### config.mk
export PLATFORM = sky130hd
export DESIGN_NAME = mips_instr_encoder_loader
export DESIGN_NICKNAME = d
export VERILOG_FILES = /design/src/rtl/mips_instr_encoder_loader_pkg.sv /design/src/rtl/mips_instr_encoder_loader_encode.sv /design/src/rtl/mips_instr_encoder_loader.sv
export SDC_FILE = /design/constraint.sdc
export NUM_CORES = 1
export LEC_CHECK = 0
export CAP_MARGIN = 0
export CORE_ASPECT_RATIO = 1.4
export CORE_MARGIN = 4
export CORE_UTILIZATION = 47
export DETAILED_ROUTE_END_ITERATION = 6
export GPL_TIMING_DRIVEN = 0
export PLACE_DENSITY = 0.89
export SYNTH_ARGS = -nofsm -noshare
export SYNTH_HDL_FRONTEND = slang
export SYNTH_SLANG_ARGS = --single-unit
### constraint.sdc
create_clock -name clk -period 3 [get_ports clk]
set_input_delay 0.75 -clock clk [delete_from_list [all_inputs] [get_ports clk]]
set_output_delay 0.75 -clock clk [all_outputs]
set_load 0.02 [all_outputs]
### src/rtl/mips_instr_encoder_loader_pkg.sv
// Shared opcode/funct constants, request op codes and FSM state type for the program loader.
package mips_instr_encoder_loader_pkg;

   localparam logic [5:0] OPC_RTYPE = 6'h00;
   localparam logic [5:0] OPC_J     = 6'h02;
   localparam logic [5:0] OPC_JAL   = 6'h03;
   localparam logic [5:0] OPC_BEQ   = 6'h04;
   localparam logic [5:0] OPC_ORI   = 6'h0D;
   localparam logic [5:0] OPC_LUI   = 6'h0F;
   localparam logic [5:0] OPC_LW    = 6'h23;
   localparam logic [5:0] OPC_SW    = 6'h2B;

   localparam logic [5:0] FN_JR     = 6'h08;
   localparam logic [5:0] FN_JALR   = 6'h09;
   localparam logic [5:0] FN_ADDU   = 6'h21;
   localparam logic [5:0] FN_SUBU   = 6'h23;

   localparam logic [3:0] ENC_NOP   = 4'd0;
   localparam logic [3:0] ENC_ADDU  = 4'd1;
   localparam logic [3:0] ENC_SUBU  = 4'd2;
   localparam logic [3:0] ENC_JR    = 4'd3;
   localparam logic [3:0] ENC_JALR  = 4'd4;
   localparam logic [3:0] ENC_ORI   = 4'd5;
   localparam logic [3:0] ENC_LUI   = 4'd6;
   localparam logic [3:0] ENC_LW    = 4'd7;
   localparam logic [3:0] ENC_SW    = 4'd8;
   localparam logic [3:0] ENC_BEQ   = 4'd9;
   localparam logic [3:0] ENC_J     = 4'd10;
   localparam logic [3:0] ENC_JAL   = 4'd11;

   typedef enum logic [2:0] {
      ST_IDLE   = 3'd0,
      ST_LOAD   = 3'd1,
      ST_WRITE  = 3'd2,
      ST_VERIFY = 3'd3,
      ST_DONE   = 3'd4
   } state_t;

   function automatic logic [31:0] pack_r(input logic [4:0] rs, input logic [4:0] rt,
                                          input logic [4:0] rd, input logic [5:0] funct);
      return {OPC_RTYPE, rs, rt, rd, 5'd0, funct};
   endfunction

   function automatic logic [31:0] pack_i(input logic [5:0] opc, input logic [4:0] rs,
                                          input logic [4:0] rt, input logic [15:0] imm);
      return {opc, rs, rt, imm};
   endfunction

   function automatic logic [31:0] pack_j(input logic [5:0] opc, input logic [25:0] target);
      return {opc, target};
   endfunction

endpackage

### src/rtl/mips_instr_encoder_loader_encode.sv
// Combinational encoder: symbolic request fields -> 32-bit MIPS word; unknown ops give 0 + bad_op.
module mips_instr_encode
   import mips_instr_encoder_loader_pkg::*;
(
   input  logic [3:0]  op,
   input  logic [4:0]  rs,
   input  logic [4:0]  rt,
   input  logic [4:0]  rd,
   input  logic [15:0] imm,
   input  logic [25:0] target,
   output logic [31:0] word,
   output logic        bad_op
);

   // Field packing per request op; unused register fields are forced to zero
   always_comb begin
      word   = 32'h0000_0000;
      bad_op = 1'b0;
      case (op)
         ENC_NOP:  word = 32'h0000_0000;
         ENC_ADDU: word = pack_r(rs, rt, rd, FN_ADDU);
         ENC_SUBU: word = pack_r(rs, rt, rd, FN_SUBU);
         ENC_JR:   word = pack_r(rs, 5'd0, 5'd0, FN_JR);
         ENC_JALR: word = pack_r(rs, 5'd0, rd, FN_JALR);
         ENC_ORI:  word = pack_i(OPC_ORI, rs, rt, imm);
         ENC_LUI:  word = pack_i(OPC_LUI, 5'd0, rt, imm);
         ENC_LW:   word = pack_i(OPC_LW, rs, rt, imm);
         ENC_SW:   word = pack_i(OPC_SW, rs, rt, imm);
         ENC_BEQ:  word = pack_i(OPC_BEQ, rs, rt, imm);
         ENC_J:    word = pack_j(OPC_J, target);
         ENC_JAL:  word = pack_j(OPC_JAL, target);
         default: begin
            word   = 32'h0000_0000;
            bad_op = 1'b1;
         end
      endcase
   end

endmodule

### src/rtl/mips_instr_encoder_loader.sv
// Program loader: encodes symbolic MIPS requests and writes them word-by-word into IM.
// Build option ENCODER_READBACK_EN adds a two-cycle VERIFY read-back after every write.
module mips_instr_encoder_loader
   import mips_instr_encoder_loader_pkg::*;
#(
   parameter logic [31:0] BASE_ADDR = 32'h0000_3000,
   parameter int unsigned DEPTH     = 1024
) (
   input  logic        clk,
   input  logic        reset_n,
   input  logic        start,
   input  logic        req_valid,
   output logic        req_ready,
   input  logic [3:0]  req_op,
   input  logic [4:0]  req_rs,
   input  logic [4:0]  req_rt,
   input  logic [4:0]  req_rd,
   input  logic [15:0] req_imm,
   input  logic [25:0] req_target,
   input  logic        req_last,
   output logic        im_we,
   output logic [31:0] im_addr,
   output logic [31:0] im_wdata,
   input  logic [31:0] im_rdata,
   output logic        busy,
   output logic        done,
   output logic [10:0] count,
   output logic        overflow,
   output logic        bad_op,
   output logic        mismatch
);

   localparam logic [10:0] DEPTH_W = 11'(DEPTH);

   state_t      state_r,    state_s;
   logic [31:0] ptr_r,      ptr_s;
   logic [10:0] count_r,    count_s;
   logic [31:0] wdata_r,    wdata_s;
   logic        last_r,     last_s;
   logic        overflow_r, overflow_s;
   logic        bad_op_r,   bad_op_s;
   logic        ready_s;
   logic        we_s;
   logic        full_s;
   logic [31:0] enc_word_s;
   logic        enc_bad_s;
`ifdef ENCODER_READBACK_EN
   logic        vcnt_r,     vcnt_s;
   logic        mismatch_r, mismatch_s;
`else
   logic        unused_rdata_s;
`endif

   mips_instr_encode u_encode (
      .op     (req_op),
      .rs     (req_rs),
      .rt     (req_rt),
      .rd     (req_rd),
      .imm    (req_imm),
      .target (req_target),
      .word   (enc_word_s),
      .bad_op (enc_bad_s)
   );

   assign full_s = (count_r == DEPTH_W);

   // Next-state, datapath updates and strobes; start overrides everything and opens a new session
   always_comb begin
      state_s    = state_r;
      ptr_s      = ptr_r;
      count_s    = count_r;
      wdata_s    = wdata_r;
      last_s     = last_r;
      overflow_s = overflow_r;
      bad_op_s   = bad_op_r;
      ready_s    = 1'b0;
      we_s       = 1'b0;
`ifdef ENCODER_READBACK_EN
      vcnt_s     = vcnt_r;
      mismatch_s = mismatch_r;
`endif
      if (start) begin
         state_s    = ST_LOAD;
         ptr_s      = BASE_ADDR;
         count_s    = 11'd0;
         last_s     = 1'b0;
         overflow_s = 1'b0;
         bad_op_s   = 1'b0;
`ifdef ENCODER_READBACK_EN
         vcnt_s     = 1'b0;
         mismatch_s = 1'b0;
`endif
      end else begin
         case (state_r)
            ST_IDLE: state_s = ST_IDLE;
            ST_LOAD: begin
               ready_s = ~full_s;
               if (req_valid && full_s) begin
                  overflow_s = 1'b1;
                  state_s    = ST_DONE;
               end else if (req_valid) begin
                  wdata_s  = enc_word_s;
                  last_s   = req_last;
                  bad_op_s = bad_op_r | enc_bad_s;
                  state_s  = ST_WRITE;
               end else begin
                  state_s = ST_LOAD;
               end
            end
            ST_WRITE: begin
               we_s    = 1'b1;
               count_s = count_r + 11'd1;
`ifdef ENCODER_READBACK_EN
               vcnt_s  = 1'b0;
               state_s = ST_VERIFY;
`else
               ptr_s   = ptr_r + 32'd4;
               state_s = last_r ? ST_DONE : ST_LOAD;
`endif
            end
`ifdef ENCODER_READBACK_EN
            // im_addr stays on the written word; read data is valid in the second cycle
            ST_VERIFY: begin
               if (!vcnt_r) begin
                  vcnt_s = 1'b1;
               end else begin
                  mismatch_s = mismatch_r | (im_rdata != wdata_r);
                  ptr_s      = ptr_r + 32'd4;
                  state_s    = last_r ? ST_DONE : ST_LOAD;
               end
            end
`endif
            ST_DONE: state_s = ST_DONE;
            default: state_s = ST_IDLE;
         endcase
      end
   end

   // State and datapath registers
   always_ff @(posedge clk or negedge reset_n) begin
      if (!reset_n) begin
         state_r    <= ST_IDLE;
         ptr_r      <= BASE_ADDR;
         count_r    <= 11'd0;
         wdata_r    <= 32'h0000_0000;
         last_r     <= 1'b0;
         overflow_r <= 1'b0;
         bad_op_r   <= 1'b0;
`ifdef ENCODER_READBACK_EN
         vcnt_r     <= 1'b0;
         mismatch_r <= 1'b0;
`endif
      end else begin
         state_r    <= state_s;
         ptr_r      <= ptr_s;
         count_r    <= count_s;
         wdata_r    <= wdata_s;
         last_r     <= last_s;
         overflow_r <= overflow_s;
         bad_op_r   <= bad_op_s;
`ifdef ENCODER_READBACK_EN
         vcnt_r     <= vcnt_s;
         mismatch_r <= mismatch_s;
`endif
      end
   end

   assign req_ready = ready_s;
   assign im_we     = we_s;
   assign im_addr   = (state_r == ST_IDLE) ? 32'h0000_0000 : ptr_r;
   assign im_wdata  = wdata_r;
   assign busy      = (state_r == ST_LOAD) || (state_r == ST_WRITE) || (state_r == ST_VERIFY);
   assign done      = (state_r == ST_DONE);
   assign count     = count_r;
   assign overflow  = overflow_r;
   assign bad_op    = bad_op_r;
`ifdef ENCODER_READBACK_EN
   assign mismatch  = mismatch_r;
`else
   assign mismatch       = 1'b0;
   assign unused_rdata_s = ^im_rdata;
`endif

endmodule
==> results by group <==
STA
  – Clock Skews: 7.35 ps
  – Final Max Slew Viols: 0
  – Slew @ Worst Pin: 817 ps
  – Final setup vio count: 0
  – Final Hold Violating Endpoints: 0
  – Setup tns final: 0 ps
  – RSZ-0062 raised after global routing: false
  – Fin crit share: 96.7%
  – FMAX: 345 MHz
  – Worst slew margin: 45.0%
  – Min Clock Period, post-route: 2900 ps

Synth
  – Top cell type by total area after synthesis: dfrtp_1
  – Cells after synthesis: 503
  – Largest cells by area after synthesis: dfrtp_1 43%, nor2_1 5.7%, nor2b_1 4.6%, nand2_1 4.5%, o21ai_0 4.3%
  – Library cells used by synthesis: 49
  – Syn. warnings: 0
  – #FFs+latches synth: 78
  – Post-synth EDFFs: 0
  – Largest family of logic cells by synthesized area: simple AND/OR/NAND/NOR gates
  – Compound-cell area share of the yosys netlist: 14.3%
  – Ys flop type: dfrtp_1
  – Yosys top cell area share: 42.7%
  – Synth Cell Area: 4460 sq um
  – Post-synthesis simple-gate area fraction: 27.0%
  – Multiplexer share of the synthesized area: 2.64%
  – Sequential fraction of the synthesis area: 43.8%
  – Post-Synth Adder-Cell Area: 0.842%
  – Synth async-reset ratio: 100%
  – Syn_area_per_cell: 8.86 sq um
  – Post-Synth XOR/XNOR Area: 6.88%

Clock network
  – Worst-path clk slew: 50 ps
  – Hold Buf Count CTS: 0
  – CTS max path bufs: 2
  – Clock Root Buffer: clkbuf_16
  – CTS tree: built
  – Clock sink count: 78
  – Clk_lat worst skew: 330 ps
  – TritonCTS buffer count: 9
  – CTS H-tree depth: 3

Final layout
  – Core Util, Final: 70.0%
  – Final Net Count: 762
  – Post-route design area: 6390 sq um
  – N_diodes: 0
  – Fill cell count: 691
  – Fraction of layout cells with a size suffix above 1: 8.87%
  – Cell Count, Final, Fillers Out: 772
  – Area of the multi-input gates: 2340 sq um
  – FF+latch area: 1950 sq um
  – P&R area growth vs syn: 43.3%

Die
  – Die X: 90.3 um
  – Initial core utilization: 48.8%
  – DIE HEIGHT: 123 um
  – Die ar.: 11100 sq um
  – Placement Rows: 41
  – Ports: 180
  – Core area: 9130 sq um

Setup path
  – Crit. End Element: output pin
  – Arrival time at the worst endpoint: 2150 ps
  – Startpoint Class: input pin
  – Crit Path Category: input pin to output pin
  – WP data required: 2250 ps
  – Crit-path max FO: 3

Power
  – Leakage: 0.00262 uW
  – Clock share of power: 38.9%
  – Cell internal pwr: 2180 uW
  – Combinational share of power: 21.4%
  – Sw Ratio: 27.0%
  – Pwr per Cell Area: 468 nW/um^2
  – Sw Pwr: 808 uW
  – Sequential fraction of design power: 39.7%
  – Peak supply drop: 287 uV

Drt
  – Met2 wire len: 7050 um
  – Via count: 4425
  – Routed WL per cell: 17.8 um
  – Metal1 wirelength: 5010 um
  – DRT Pass-1 Iters: 6
  – Top sig layer: met4
  – Total Wirelength: 13700 um
  – Via/cell ratio: 5.73
  – DRT iter0 DRCs: 272
  – WL met3: 1190 um
  – Final ANT Viol Nets: 0
  – DR DRC count: 0

Place
  – Placed cells: 756
  – Post-placement cell area: 6050 sq um
  – Placer congestion estimate: 0.931
  – Final HPWL DP: 10400 um
  – Port bufs: 142

Global route
  – Vias in the first global route: 4533
  – Initial antenna violation count: 0
  – Largest net degree at the start of global routing: 58
  – Gr usage total: 24.6%
  – First-pass GRT wire length: 21700 um
  – Gr ovfl total: 0

Min path
  – Hold Path Class: input pin to async pin

Run
  – Max_cap viols: 0

Status
  – Outcome: finished clean
-- metrics by stage --
stage          setup slack [ps]  total power (uW)  hold WS, ps
2_1_floorplan               381              1480          454
5_1_grt                    58.9              3100          323
6_report                   98.1              2990          312
3_3_place_gp              -1410              1820          461
3_5_place_dp               -408              1840          477
4_1_cts                    2.82              3000          308
-- cells in the mapped netlist, drive strengths merged (6+ instances only) --
cell    number
dfrtp       76
nor2        68
nand2       54
o21ai       38
nor2b       33
a21oi       28
xnor2       21
a22oi       17
clkbuf      17
buf         15
xor2        14
nor3        13
nand4       12
inv         11
nand3        9
mux2         6
nor4         6
-- power groups by stage --
stage                     clock network [uW]  registers, uW  logic [uW]
after global routing                    1210           1190         692
after global placement                     0           1200         620
after CTS                               1180           1190         640
after floorplan                            0           1280         200
after detailed placement                   0           1200         637
final                                   1160           1190         640
-- path summary, 6_finish.rpt --
kind / from / endpoint / slack (ps) / cells after the start
worst min register to register: im_wdata[11] / im_wdata[11] / 490 / 2
worst min-delay path: reset_n / ptr_r[11] / 310 / 1
worst max register to register: count[0] / bad_op / 780 / 7
worst max-delay path: start / req_ready / 100 / 4
min in group clk: im_wdata[11] / im_wdata[11] / 490 / 2
max in group asynchronous: reset_n / ptr_r[13] / 2070 / 2
-- state kept, by name, summed over array words and instances (netlist names) --
| name | count |
|---|---|
| im_wdata | 31 |
| ptr_r | 30 |
| count | 11 |
| state_r | 3 |
| bad_op | 1 |
| last_r | 1 |
| overflow | 1 |
-- placed cells by master, fill, tap and decap left out, drive strengths merged, types with 9 or more instances in the layout --
master	count
clkdlybuf4s50	139
dfrtp	76
nor2	68
nand2	54
o21ai	38
nor2b	33
clkbuf	30
a21oi	28
xnor2	21
buf	18
a22oi	17
xor2	14
nor3	13
nand4	12
inv	11
nand3	9
-- worst max-delay path: stages --
cell             delay [ps]
clkdlybuf4s50_1         510
a31oi_2                 260
nor4bb_2                390
clkbuf_2                230
-- repair_timing --
item / CTS / global route
buffers inserted: 1 / 0
setup endpoints to repair: 12 / 28
cloned: 0 / 0
resized for setup: 7 / 7
-- metal layers --
layer | GRT usage [%] | up-vias
met2 | 45.5 | 250
met3 | 6.57 | 38
met4 | 10.7 | 0
met5 | 0 | -
li1 | - | 2049
met1 | 26.3 | 2088
-- layout make-up --
cell class,count,share of cell area (%)
clock buffer,12,3.86
clock inverter,3,1.08
buffer,32,2.51
tap,107,2.10
inverter,11,0.646
sequential,78,30.6
timing repair buffer,144,22.7
multi-input combinational,385,36.6
-- cell families (layout without fill, tap and decap cells) --
| family | after synthesis | after routing |
|---|---|---|
| AOI/OAI and AO/OA | 105 | 105 |
| buffers and inverters | 43 | 202 |
| muxes | 11 | 11 |
| xor gates and xnor gates | 35 | 35 |
| other | 1 | 4 |
| adders and majority gates | 3 | 3 |
| and+or+nand+nor | 227 | 227 |
| DFF | 78 | 78 |
(Power assumes the default switching activity.)
